## config.mk

```make
export PLATFORM = sky130hd
export DESIGN_NAME = tx_logic_flat
export DESIGN_NICKNAME = d
export VERILOG_FILES = /design/src/rtl/noc_pkg.sv /design/src/rtl/tx_logic_if.sv /design/src/rtl/tx_logic_xy_route.sv /design/src/rtl/tx_logic.sv /design/src/flat_wrapper.sv
export SDC_FILE = /design/constraint.sdc
export NUM_CORES = 1
export LEC_CHECK = 0
export BUFFER_PORTS_ARGS = -buffer_cell sky130_fd_sc_hd__buf_4
export CELL_PAD_IN_SITES_DETAIL_PLACEMENT = 1
export CELL_PAD_IN_SITES_GLOBAL_PLACEMENT = 2
export CORE_MARGIN = 4
export CORE_UTILIZATION = 29
export DETAILED_ROUTE_END_ITERATION = 8
export PLACE_DENSITY_LB_ADDON = 0.1
export SLEW_MARGIN = 5
export SYNTH_ARGS = -nofsm -noshare
export SYNTH_HDL_FRONTEND = slang
export SYNTH_SLANG_ARGS = --single-unit
```

## constraint.sdc

```tcl
create_clock -name clk -period 1.7 [get_ports clk]
set_input_delay 0.17 -clock clk [delete_from_list [all_inputs] [get_ports clk]]
set_output_delay 0.17 -clock clk [all_outputs]
set_load 0.03 [all_outputs]
```

## src/rtl/noc_pkg.sv

```systemverilog
// rtl/noc_pkg.sv - shared port indices, widths and FSM encoding for the router link
`ifndef SIZE
`define SIZE 8
`endif

package noc_pkg;

    localparam int NUM_PORTS = 5;
    localparam int DEST_W    = 4;

    localparam logic [2:0] PORT_LOCAL = 3'd0;
    localparam logic [2:0] PORT_NORTH = 3'd1;
    localparam logic [2:0] PORT_EAST  = 3'd2;
    localparam logic [2:0] PORT_SOUTH = 3'd3;
    localparam logic [2:0] PORT_WEST  = 3'd4;

    typedef enum logic [1:0] {
        ST_IDLE  = 2'd0,
        ST_FETCH = 2'd1,
        ST_HOLD  = 2'd2
    } tx_state_e;

    // One-hot mask for a port index; indices outside the port range give 0.
    function automatic logic [NUM_PORTS-1:0] port_onehot(input logic [2:0] port);
        logic [NUM_PORTS-1:0] mask;
        mask = '0;
        for (int k = 0; k < NUM_PORTS; k++) begin
            if (port == 3'(k)) begin
                mask[k] = 1'b1;
            end
        end
        return mask;
    endfunction

endpackage

```

## src/rtl/tx_logic_if.sv

```systemverilog
// rtl/tx_logic_if.sv - FIFO pop side and 5-port toggle req/ack link bundle
`ifndef SIZE
`define SIZE 8
`endif

interface tx_logic_if #(
    parameter int SIZE = `SIZE
) ();
    import noc_pkg::*;

    logic                        fifo_read;
    logic                        fifo_empty;
    logic [SIZE-1:0]             fifo_data_out;
    logic [NUM_PORTS-1:0]        tx_req;
    logic [NUM_PORTS-1:0]        tx_ack;
    logic [SIZE*NUM_PORTS-1:0]   tx_data;

    modport master (
        output fifo_read,
        input  fifo_empty,
        input  fifo_data_out,
        output tx_req,
        input  tx_ack,
        output tx_data
    );

    modport slave (
        input  fifo_read,
        output fifo_empty,
        output fifo_data_out,
        input  tx_req,
        output tx_ack,
        input  tx_data
    );

endinterface

```

## src/rtl/tx_logic_xy_route.sv

```systemverilog
// rtl/tx_logic_xy_route.sv - combinational XY (X first, then Y) output port selection
module xy_route
    import noc_pkg::*;
#(
    parameter int ID   = -1,
    parameter int COLS = 4
) (
    input  logic [DEST_W-1:0] i_dest,
    output logic [2:0]        o_port
);

    localparam int X = ID % COLS;
    localparam int Y = ID / COLS;

    int w_dx;
    int w_dy;

    assign w_dx = int'(i_dest) % COLS;
    assign w_dy = int'(i_dest) / COLS;

    // Column is resolved before row, so a packet never turns from Y back to X.
    always_comb begin
        o_port = PORT_LOCAL;
        if (w_dx > X) begin
            o_port = PORT_EAST;
        end else if (w_dx < X) begin
            o_port = PORT_WEST;
        end else if (w_dy < Y) begin
            o_port = PORT_NORTH;
        end else if (w_dy > Y) begin
            o_port = PORT_SOUTH;
        end
    end

endmodule

```

## src/rtl/tx_logic.sv

```systemverilog
// rtl/tx_logic.sv - pops the output FIFO, routes XY, sends over per-port toggle handshake; TX_ACK_SYNC_EN adds 2-flop ack synchronisers
module tx_logic
    import noc_pkg::*;
#(
    parameter int id   = -1,
    parameter int COLS = 4,
    parameter int SIZE = `SIZE
) (
    input  logic          clk,
    input  logic          reset,
    tx_logic_if.master    bus
);

    tx_state_e                   r_state;
    tx_state_e                   w_state_nxt;
    logic                        r_fifo_read;
    logic                        w_fifo_read_nxt;
    logic [SIZE-1:0]             r_item;
    logic [SIZE-1:0]             w_item_nxt;
    logic [2:0]                  r_sel;
    logic [2:0]                  w_sel_nxt;
    logic [NUM_PORTS-1:0]        r_req;
    logic [NUM_PORTS-1:0]        w_req_nxt;
    logic [SIZE*NUM_PORTS-1:0]   r_data;
    logic [SIZE*NUM_PORTS-1:0]   w_data_nxt;

    logic [NUM_PORTS-1:0]        w_ack_s;
    logic [NUM_PORTS-1:0]        w_pend;
    logic [NUM_PORTS-1:0]        w_sel_mask;
    logic                        w_sel_busy;
    logic [2:0]                  w_route_port;

`ifdef TX_ACK_SYNC_EN
    logic [NUM_PORTS-1:0]        r_ack_s1;
    logic [NUM_PORTS-1:0]        r_ack_s2;

    // Two-stage synchroniser per ack bit for a receiver on a foreign clock.
    always_ff @(posedge clk or negedge reset) begin
        if (!reset) begin
            r_ack_s1 <= '0;
            r_ack_s2 <= '0;
        end else begin
            r_ack_s1 <= bus.tx_ack;
            r_ack_s2 <= r_ack_s1;
        end
    end

    assign w_ack_s = r_ack_s2;
`else
    assign w_ack_s = bus.tx_ack;
`endif

    // A port is busy from its req toggle until the matching ack toggle.
    assign w_pend     = r_req ^ w_ack_s;
    assign w_sel_mask = port_onehot(r_sel);
    assign w_sel_busy = |(w_pend & w_sel_mask);

    xy_route #(
        .ID   (id),
        .COLS (COLS)
    ) u_xy_route (
        .i_dest (bus.fifo_data_out[SIZE-1 -: DEST_W]),
        .o_port (w_route_port)
    );

    // State and every output are registered, so acks never reach req combinationally.
    always_ff @(posedge clk or negedge reset) begin
        if (!reset) begin
            r_state     <= ST_IDLE;
            r_fifo_read <= 1'b0;
            r_item      <= '0;
            r_sel       <= PORT_LOCAL;
            r_req       <= '0;
            r_data      <= '0;
        end else begin
            r_state     <= w_state_nxt;
            r_fifo_read <= w_fifo_read_nxt;
            r_item      <= w_item_nxt;
            r_sel       <= w_sel_nxt;
            r_req       <= w_req_nxt;
            r_data      <= w_data_nxt;
        end
    end

    // Next state: pop, latch head and route, then send once the chosen port is free.
    always_comb begin
        w_state_nxt     = r_state;
        w_fifo_read_nxt = 1'b0;
        w_item_nxt      = r_item;
        w_sel_nxt       = r_sel;
        w_req_nxt       = r_req;
        w_data_nxt      = r_data;

        case (r_state)
            ST_IDLE: begin
                if (!bus.fifo_empty) begin
                    w_fifo_read_nxt = 1'b1;
                    w_state_nxt     = ST_FETCH;
                end
            end

            ST_FETCH: begin
                w_item_nxt  = bus.fifo_data_out;
                w_sel_nxt   = w_route_port;
                w_state_nxt = ST_HOLD;
            end

            ST_HOLD: begin
                // A busy port blocks the head item; no further pops meanwhile.
                if (!w_sel_busy) begin
                    w_req_nxt = r_req ^ w_sel_mask;
                    for (int k = 0; k < NUM_PORTS; k++) begin
                        if (w_sel_mask[k]) begin
                            w_data_nxt[SIZE*k +: SIZE] = r_item;
                        end
                    end
                    if (!bus.fifo_empty) begin
                        w_fifo_read_nxt = 1'b1;
                        w_state_nxt     = ST_FETCH;
                    end else begin
                        w_state_nxt     = ST_IDLE;
                    end
                end
            end

            default: begin
                w_state_nxt = ST_IDLE;
            end
        endcase
    end

    assign bus.fifo_read = r_fifo_read;
    assign bus.tx_req    = r_req;
    assign bus.tx_data   = r_data;

endmodule

```

## src/flat_wrapper.sv

```systemverilog
// flat-port wrapper written by rule: the top's interface ports become plain ports
module tx_logic_flat import noc_pkg::*;
#(
    parameter int id   = -1,
    parameter int COLS = 4,
    parameter int SIZE = `SIZE
)
  (clk, reset, bus_fifo_read, bus_fifo_empty, bus_fifo_data_out, bus_tx_req, bus_tx_ack, bus_tx_data);
  tx_logic_if #(.SIZE(SIZE)) bus_i ();
  input  logic clk;
  input  logic reset;
  output wire logic [$bits(bus_i.fifo_read)-1:0] bus_fifo_read;
  input wire logic [$bits(bus_i.fifo_empty)-1:0] bus_fifo_empty;
  input wire logic [$bits(bus_i.fifo_data_out)-1:0] bus_fifo_data_out;
  output wire logic [$bits(bus_i.tx_req)-1:0] bus_tx_req;
  input wire logic [$bits(bus_i.tx_ack)-1:0] bus_tx_ack;
  output wire logic [$bits(bus_i.tx_data)-1:0] bus_tx_data;
  assign bus_fifo_read = bus_i.fifo_read;
  assign bus_i.fifo_empty = bus_fifo_empty;
  assign bus_i.fifo_data_out = bus_fifo_data_out;
  assign bus_tx_req = bus_i.tx_req;
  assign bus_i.tx_ack = bus_tx_ack;
  assign bus_tx_data = bus_i.tx_data;
  tx_logic #(.id(id), .COLS(COLS), .SIZE(SIZE)) u_core (.clk(clk), .reset(reset), .bus(bus_i));
endmodule
```

# Yosys cells after proc, flatten, opt, wreduce, memory -nomap -nowiden

Cells that the tools add are included.

Output and inout port bits: 46
Bits in registers: 59
Word-level logic and storage cells: 52

Equal/unequal tests: 8
Magnitude comparators: 4
Reductions and logical operators: 10
Multiplexer cells: 16
Bitwise gates (word level): 4

Operator list:

| cell                                                                            | number |
|---|---|
| 3-bit AND reduction                                                             | 5 |
| 5-bit bitwise XOR                                                               | 2 |
| 1-bit two-way mux                                                               | 8 |
| 2-bit two-way mux                                                               | 4 |
| 3-bit by 2-bit equality test with 1-bit output, second input constant           | 2 |
| 3-bit two-way mux                                                               | 2 |
| 2-bit one-hot mux with 3 select lines                                           | 1 |
| 5-bit bitwise AND                                                               | 1 |
| 5-bit OR reduction                                                              | 1 |
| 2-bit != test, second input constant                                            | 2 |
| 2-bit AND reduction                                                             | 2 |
| 3-bit by 1-bit equality test with 1-bit output, second input constant           | 1 |
| 3-bit equality test, second input constant                                      | 1 |
| 3-bit by 1-bit greater-than comparator with 1-bit output, second input constant | 1 |
| 3-bit logical NOT                                                               | 1 |
| 3-bit by 1-bit less-than comparator with 1-bit output, second input constant    | 1 |
| 2-bit by 1-bit equality test with 1-bit output, second input constant           | 1 |
| 2-bit equality test, second input constant                                      | 1 |
| 2-bit by 1-bit greater-than comparator with 1-bit output, second input constant | 1 |
| 2-bit logical NOT                                                               | 1 |
| 2-bit by 1-bit less-than comparator with 1-bit output, second input constant    | 1 |
| 1-bit one-hot mux with 2 select lines                                           | 1 |
| 1-bit inverter                                                                  | 1 |

# Depth between registers and ports, before layout

Gate-level depths: netlist of the first run.

Depth after elaboration: 6
Mapped depth: 4
Gate-level depth less buffers: 3

# Hierarchy

From an unflattened synthesis of the first run, not the netlist that was laid out.

Cells, all modules: 148
Area, all modules: 2359.8 µm²

By module, submodules not included:

| module   | area each (µm²) | times used | cells an instance | sequential area each (µm²) |
|---|---|---|---|---|
| tx_logic | 2329.7          | 1          | 143               | 1476.4 |
| xy_route | 30.0            | 1          | 5                 | 0.0 |

# Worst setup path before layout of the first run

No wires, ideal clock.

Kind: register -> register
Start: register u_core.r_req[0], in the netlist u_core.bus.tx_req[0]
End: register u_core.r_data[0], in the netlist u_core.bus.tx_data[0]
Arrival: 1.543 ns
Buffers on the path: 1
Clock period less this slack: 1.668 ns
Setup slack: 0.032 ns
Data required time: 1.575 ns
Stages on the path, launching flop included: 5
Cell sequence: dfrtp_1 -> xnor2_1 -> or3b_1 -> buf_6 -> mux2_4

Cells in the longest elaborated chain, start to end: 5

RTL lines:

| what                                 | RTL line       | text |
|---|---|---|
| start: declaration                   | tx_logic.sv:22 | `logic [NUM_PORTS-1:0] r_req;` |
| start signal: assignment             | tx_logic.sv:80 | `r_req <= w_req_nxt;` |
| 5-bit bitwise XOR                    | tx_logic.sv:54 | `assign w_pend = r_req ^ w_ack_s;` |
| 5-bit bitwise AND                    | tx_logic.sv:56 | `assign w_sel_busy = \|(w_pend & w_sel_mask);` |
| 5-bit OR reduction                   | tx_logic.sv:56 |  |
| 1-bit inverter (no source line)      | --             |  |
| 3-bit AND reduction (no source line) | --             |  |
| end signal: assignment               | tx_logic.sv:81 | `r_data <= w_data_nxt;` |
| end: declaration                     | tx_logic.sv:24 | `logic [SIZE*NUM_PORTS-1:0] r_data;` |

Every way passes these cells.
A chain may end at the register's enable or synchronous reset.

# Worst setup path in the final report of the first run

Start: register u_core.r_req[0], in the netlist u_core.bus.tx_req[0]
End: register u_core.r_data[7], in the netlist u_core.bus.tx_data[7]

Same word-level chain as after synthesis.

==> reports/qor.yml, run 1 <==
status:
  status: "completed"
cts:
  clock_latency_ps: 280
  path_clk_slew_ps: 70
  clock_path_buffers: 2
  cts_sinks: 30
  htreeDepth: 2
  root_buffer: "clkbuf_8"
  cts_tree: "yes"
  cts_made_buffers: 5
  cts_setup_buffers: 0
placement:
  routabilityCongestion: 0.6849
  hpwlAfterDp_mm: 2.055
  placed_cell_area_um2: 1613
  io_buffer_count: 31
layout:
  drive_above_1_share: 0.4895
  final_nets: 158
  antennaDiodeCount: 0
  area_delta_synth_final_pct: 23.85
  final_common_cell: "buf_4"
  layout_common_cells: "37 x buf_4, 30 x dfrtp_1, 27 x conb_1, 16 x mux2_2, 8 x mux2_4"
  design_area_um2: 1722
detailed_routing:
  vias: 805
  wl_mm: 2.869
  drt_iter0_drc: 50
  drc: 0
  wl_per_cell_um: 14.71
  detail-route-antenna-nets: 0
  avgViaCountPerCell: 4.128
  dr.pass1.iters: 2
min_path:
  hold_class: "in -> reg"
floorplanning:
  die-area_um2: 5965
  die_x_um: 77.24
  fp-row-count: 24
  core_area_um2: 4504
  die_h_um: 77.24
  initial_utilization: 0.3086
  ios: 62
job:
  cap_violations: 0
global_route:
  grt_max_degree: 31
  grt_overflow: 0
  grt_usage: 0.1018
  grt_pass1_wl_mm: 4.588
  first_global_vias: 923
  grt_antenna_before_repair: 0
power_and_ir_drop:
  peakVddDrop_uv: 671.9
  p_per_area_nw_per_um2: 1986
  leakagePower_uw: 0.0008631
  p_total_uw: 3418
sta:
  setup_tns_ps: 0
  hold_violations: 0
  setup_violations: 0
  fmax_mhz: 619.6
  maxSlewViolCount: 0
  rsz0062_at_grt: "no"
  skew_ps: 3.938
  hold_ws_ps: 49.65
  timing.final.crit_share: 0.9493
  layout_min_cycle_time_ps: 1614
synthesis:
  syn_inst: 100
  ys_types: 17
  avgSynthCellArea_um2: 13.90
  netlist_area_um2: 1390
  ys_seq_area_frac: 0.5401
  ys_ff_latch: 30
  yosys_warnings: 0
critical_path:
  setup.worst_path.end_class: "register"
  start_kind: "register"
  crit_chain: "xnor2_2, or3b_1, buf_4, mux2_4"
  slowest_stage: "dfrtp_1"
  slowest_delay_ps: 430
  crit_fanout: 5
  arrival_ps: 1780
  crit_required_ps: 1870
  critical_path_class: "reg -> reg"
==> sequential cells by signal, indices dropped and copies added (netlist names) <==
register              count
u_core.r_sel              1
u_core.r_state            2
u_core.bus.tx_req         2
u_core.bus.tx_data       16
u_core.bus.fifo_read      1
u_core.r_item             8
==> power by group <==
group          switching, uW  internal [uW]  leakage, uW  total, uW
Clock                    267            326    0.0000482        593
Combinational            837            715     0.000454       1550
Sequential               224           1050     0.000361       1270
==> cell families after synthesis <==
family | count (synthesis) | synth area share
compound gates | 1 | 0.006302
xor+xnor | 4 | 0.02521
buf+inv | 29 | 0.1566
flops | 30 | 0.5401
mux | 24 | 0.2160
other cells | 1 | 0.002698
simple gates | 11 | 0.05311
==> routing by layer <==
layer	vias up	track usage	share of wire
met5	-	0	0
met4	0	0.05872	0.022
met3	9	0.03981	0.069
met2	35	0.1641	0.50
met1	396	0.1137	0.41
li1	365	-	-
==> final cells by class <==
class / count / area (um^2)
Multi-Input combinational cell: 67 / 526.8
Clock buffer: 7 / 86.33
Timing Repair Buffer: 38 / 287.8
Fill cell: 492 / 2783
Clock inverter: 1 / 5.005
Tap cell: 52 / 65.06
Sequential cell: 30 / 750.7
==> final timing paths <==
path | from | endpoint | slack (ps) | cells past startpoint
worst max-delay path | u_core.bus.tx_req[0] | u_core.bus.tx_data[7] | 90 | 4
worst min-delay path | bus_fifo_empty | u_core.r_state[0] | 50 | 2
worst max register to register | u_core.bus.tx_req[0] | u_core.bus.tx_data[7] | 90 | 4
worst min register to register | u_core.bus.tx_req[2] | u_core.bus.tx_req[2] | 510 | 1
max in group asynchronous | reset | u_core.r_item[7] | 1060 | 2
min in group asynchronous | reset | u_core.r_state[1] | 360 | 2
==> Yosys cell counts <==
master,n,area [um^2]
dfrtp_1,30,750.7
buf_4,27,202.7
mux2_2,16,180.2
mux2_4,8,120.1
nand2b_1,4,25.02
nor4_1,2,12.51
xnor2_1,2,17.52
xor2_1,2,17.52
and3_1,1,6.260
buf_6,1,11.26
clkbuf_1,1,3.750
conb_1,1,3.750
nand3b_1,1,7.510
nor2_2,1,6.260
nor3b_1,1,7.510
o311ai_0,1,8.760
or3b_1,1,8.760
==> stage by stage <==
| step | util | instances | setup slack (ps) |
|---|---|---|---|
| after floorplan | - | 126 | 31.89 |
| after CTS | 0.3806 | 195 | 22.36 |
| after global routing | 0.3822 | 195 | 20.56 |
| after global placement | 0.3581 | 186 | 95.05 |
| after detailed placement | 0.3581 | 186 | 37.81 |
| final | 0.3822 | 195 | 86.16 |
==> critical path: cells and delay by family (launching register included) <==
family / cells / cell delay (ps)
buffers and inverters: 1 / 190
and+or+nand+nor: 1 / 400
xor gates and xnor gates: 1 / 180
muxes: 1 / 300
DFF: 1 / 430
==> what timing repair did <==
item	in CTS	in global routing
endpoints found under the hold margin	30	0
gates resized for setup	0	1
hold buffers	1	0
endpoints found under the setup margin	0	8
(Power assumes the default switching activity.)
==> run 2: changes to the inputs <==
--- a/config.mk
+++ b/config.mk
@@ -8,10 +8,11 @@
 export BUFFER_PORTS_ARGS = -buffer_cell sky130_fd_sc_hd__buf_4
 export CELL_PAD_IN_SITES_DETAIL_PLACEMENT = 1
 export CELL_PAD_IN_SITES_GLOBAL_PLACEMENT = 2
+export CORE_ASPECT_RATIO = 2
 export CORE_MARGIN = 4
 export CORE_UTILIZATION = 29
 export DETAILED_ROUTE_END_ITERATION = 8
-export PLACE_DENSITY_LB_ADDON = 0.1
+export PLACE_DENSITY = 0.82
 export SLEW_MARGIN = 5
 export SYNTH_ARGS = -nofsm -noshare
 export SYNTH_HDL_FRONTEND = slang
==> reports/qor.yml, run 2 (synthesized netlist as in run 1, its figures left out) <==
status:
  status: "completed"
global_route:
  grt_usage: 0.1016
  grt_overflow: 0
  first_global_vias: 914
  grt_pass1_wl_mm: 4.685
  grt_antenna_before_repair: 0
  grt_max_degree: 31
power_and_ir_drop:
  switching_share: 0.3874
  leakagePower_uw: 0.0008491
  seqPwrFrac: 0.382
  p_per_area_nw_per_um2: 1978
  peakVddDrop_uv: 967.5
  combPwrFrac: 0.454
  pwr-share-clk: 0.164
  p_int_uw: 2062
  power.switching_uw: 1304
floorplanning:
  die_x_um: 56.96
  die-area_um2: 6032
  initial_utilization: 0.2995
  core_area_um2: 4642
  fp-row-count: 35
  ios: 62
  die_h_um: 105.9
layout:
  final_common_cell: "buf_4"
  area_delta_synth_final_pct: 22.41
  antennaDiodeCount: 0
  layout_common_cells: "35 x buf_4, 30 x dfrtp_1, 27 x conb_1, 16 x mux2_2, 8 x mux2_4"
  largest_reg_flops: 16
  drive_above_1_share: 0.4820
  design_area_um2: 1702
  final_nets: 156
detailed_routing:
  dr.pass1.iters: 2
  vias: 819
  wl_per_cell_um: 14.79
  wl_mm: 2.870
  detail-route-antenna-nets: 0
  avgViaCountPerCell: 4.222
  drc: 0
  drt_iter0_drc: 12
placement:
  io_buffer_count: 31
  routabilityCongestion: 0.6606
  hpwlAfterDp_mm: 2.217
  placed_cell_area_um2: 1602
cts:
  clock_latency_ps: 270
  htreeDepth: 2
  root_buffer: "clkbuf_8"
  clock_path_buffers: 2
  cts_sinks: 30
  path_clk_slew_ps: 60
  cts_made_buffers: 5
  cts_tree: "yes"
sta:
  timing.final.crit_share: 0.9598
  setup_violations: 0
  rsz0062_at_grt: "no"
  setup_tns_ps: 0
  skew_ps: 3.324
  hold_violations: 0
  fmax_mhz: 612.8
  maxSlewViolCount: 0
  layout_min_cycle_time_ps: 1632
critical_path:
  r2r_cells: 4
  crit_required_ps: 1850
  critical_path_class: "reg -> reg"
  start_kind: "register"
  setup.worst_path.end_class: "register"
  arrival_ps: 1790
  r2r_end: "u_core.bus.tx_data[5]"
  crit_fanout: 9
  timing.rr.start: "u_core.bus.tx_req[0]"
  r2r_slack_ps: 70
min_path:
  hold_path_end: "u_core.r_state[0]"
  worstHoldStart: "bus_fifo_empty"
  hold_class: "in -> reg"
  min_path_cells: 2
job:
  cap_violations: 0
-- run 2: changes by cell type in the layout (fill, tap and decap cells not counted), sizes merged --
| cell | change |
|---|---|
| buf | -2 |
| clkbuf | -1 |
| clkinv | -1 |
-- run 2: worst max path at each step --
stage          cells past startpoint  slack (ps)                     to            startpoint
4_1_cts                            4          30  u_core.bus.tx_data[7]  u_core.bus.tx_req[0]
5_1_grt                            4         0.8  u_core.bus.tx_data[5]  u_core.bus.tx_req[0]
2_1_floorplan                      4          30  u_core.bus.tx_data[0]  u_core.bus.tx_req[0]
3_3_place_gp                       4          80  u_core.bus.tx_data[2]  u_core.bus.tx_req[0]
3_5_place_dp                       4          30  u_core.bus.tx_data[5]  u_core.bus.tx_req[0]
6_report                           4          70  u_core.bus.tx_data[5]  u_core.bus.tx_req[0]
-- run 2: stage by stage --
| step | instances | utilization | hold slack [ps] | power, uW | setup WS (ps) |
|---|---|---|---|---|---|
| floorplan | 126 | - | -125.6 | 2298 | 31.89 |
| global route | 194 | 0.3666 | 51.55 | 3562 | 0.8340 |
| CTS | 194 | 0.3650 | 54.49 | 3420 | 26.30 |
| finish | 194 | 0.3666 | 62.08 | 3366 | 68.26 |
| detailed placement | 187 | 0.3450 | 126.5 | 2848 | 33.43 |
| global placement | 187 | 0.3450 | 107.2 | 2761 | 78.13 |
-- run 2: worst max-delay path: stages, from the launching register on --
cell and delay, ps:
dfrtp_1 430, xnor2_2 180, or3b_1 380, buf_4 210, mux2_4 310
-- run 2: cell type report --
| type | count | area, um^2 |
|---|---|---|
| clock buffers | 6 | 82.58 |
| fillers | 532 | 2940 |
| multi-input cells | 67 | 526.8 |
| flip-flops and latches | 30 | 750.7 |
| well taps | 55 | 68.82 |
| repair buffers | 36 | 272.8 |
-- run 2: layer usage --
layer / global-route usage / wire length, um / vias to the layer above
li1: - / - / 359
met1: 0.1036 / 972 / 412
met2: 0.1825 / 1623 / 42
met3: 0.03281 / 217 / 6
met4: 0.04478 / 57 / 0
met5: 0 / 0 / -
-- run 2: repair_timing --
item,CTS,global route
gates resized for setup,0,1
hold buffers,1,0
buffers inserted,0,0
endpoints found under the setup margin,0,8
endpoints found under the hold margin,30,0
-- run 2: power groups by stage --
stage               clock, uW  combinational, uW  sequential [uW]
floorplan                   0                634             1660
global placement            0               1500             1260
detailed placement          0               1550             1300
CTS                       574               1550             1290
global route              605               1620             1340
finish                    552               1530             1290
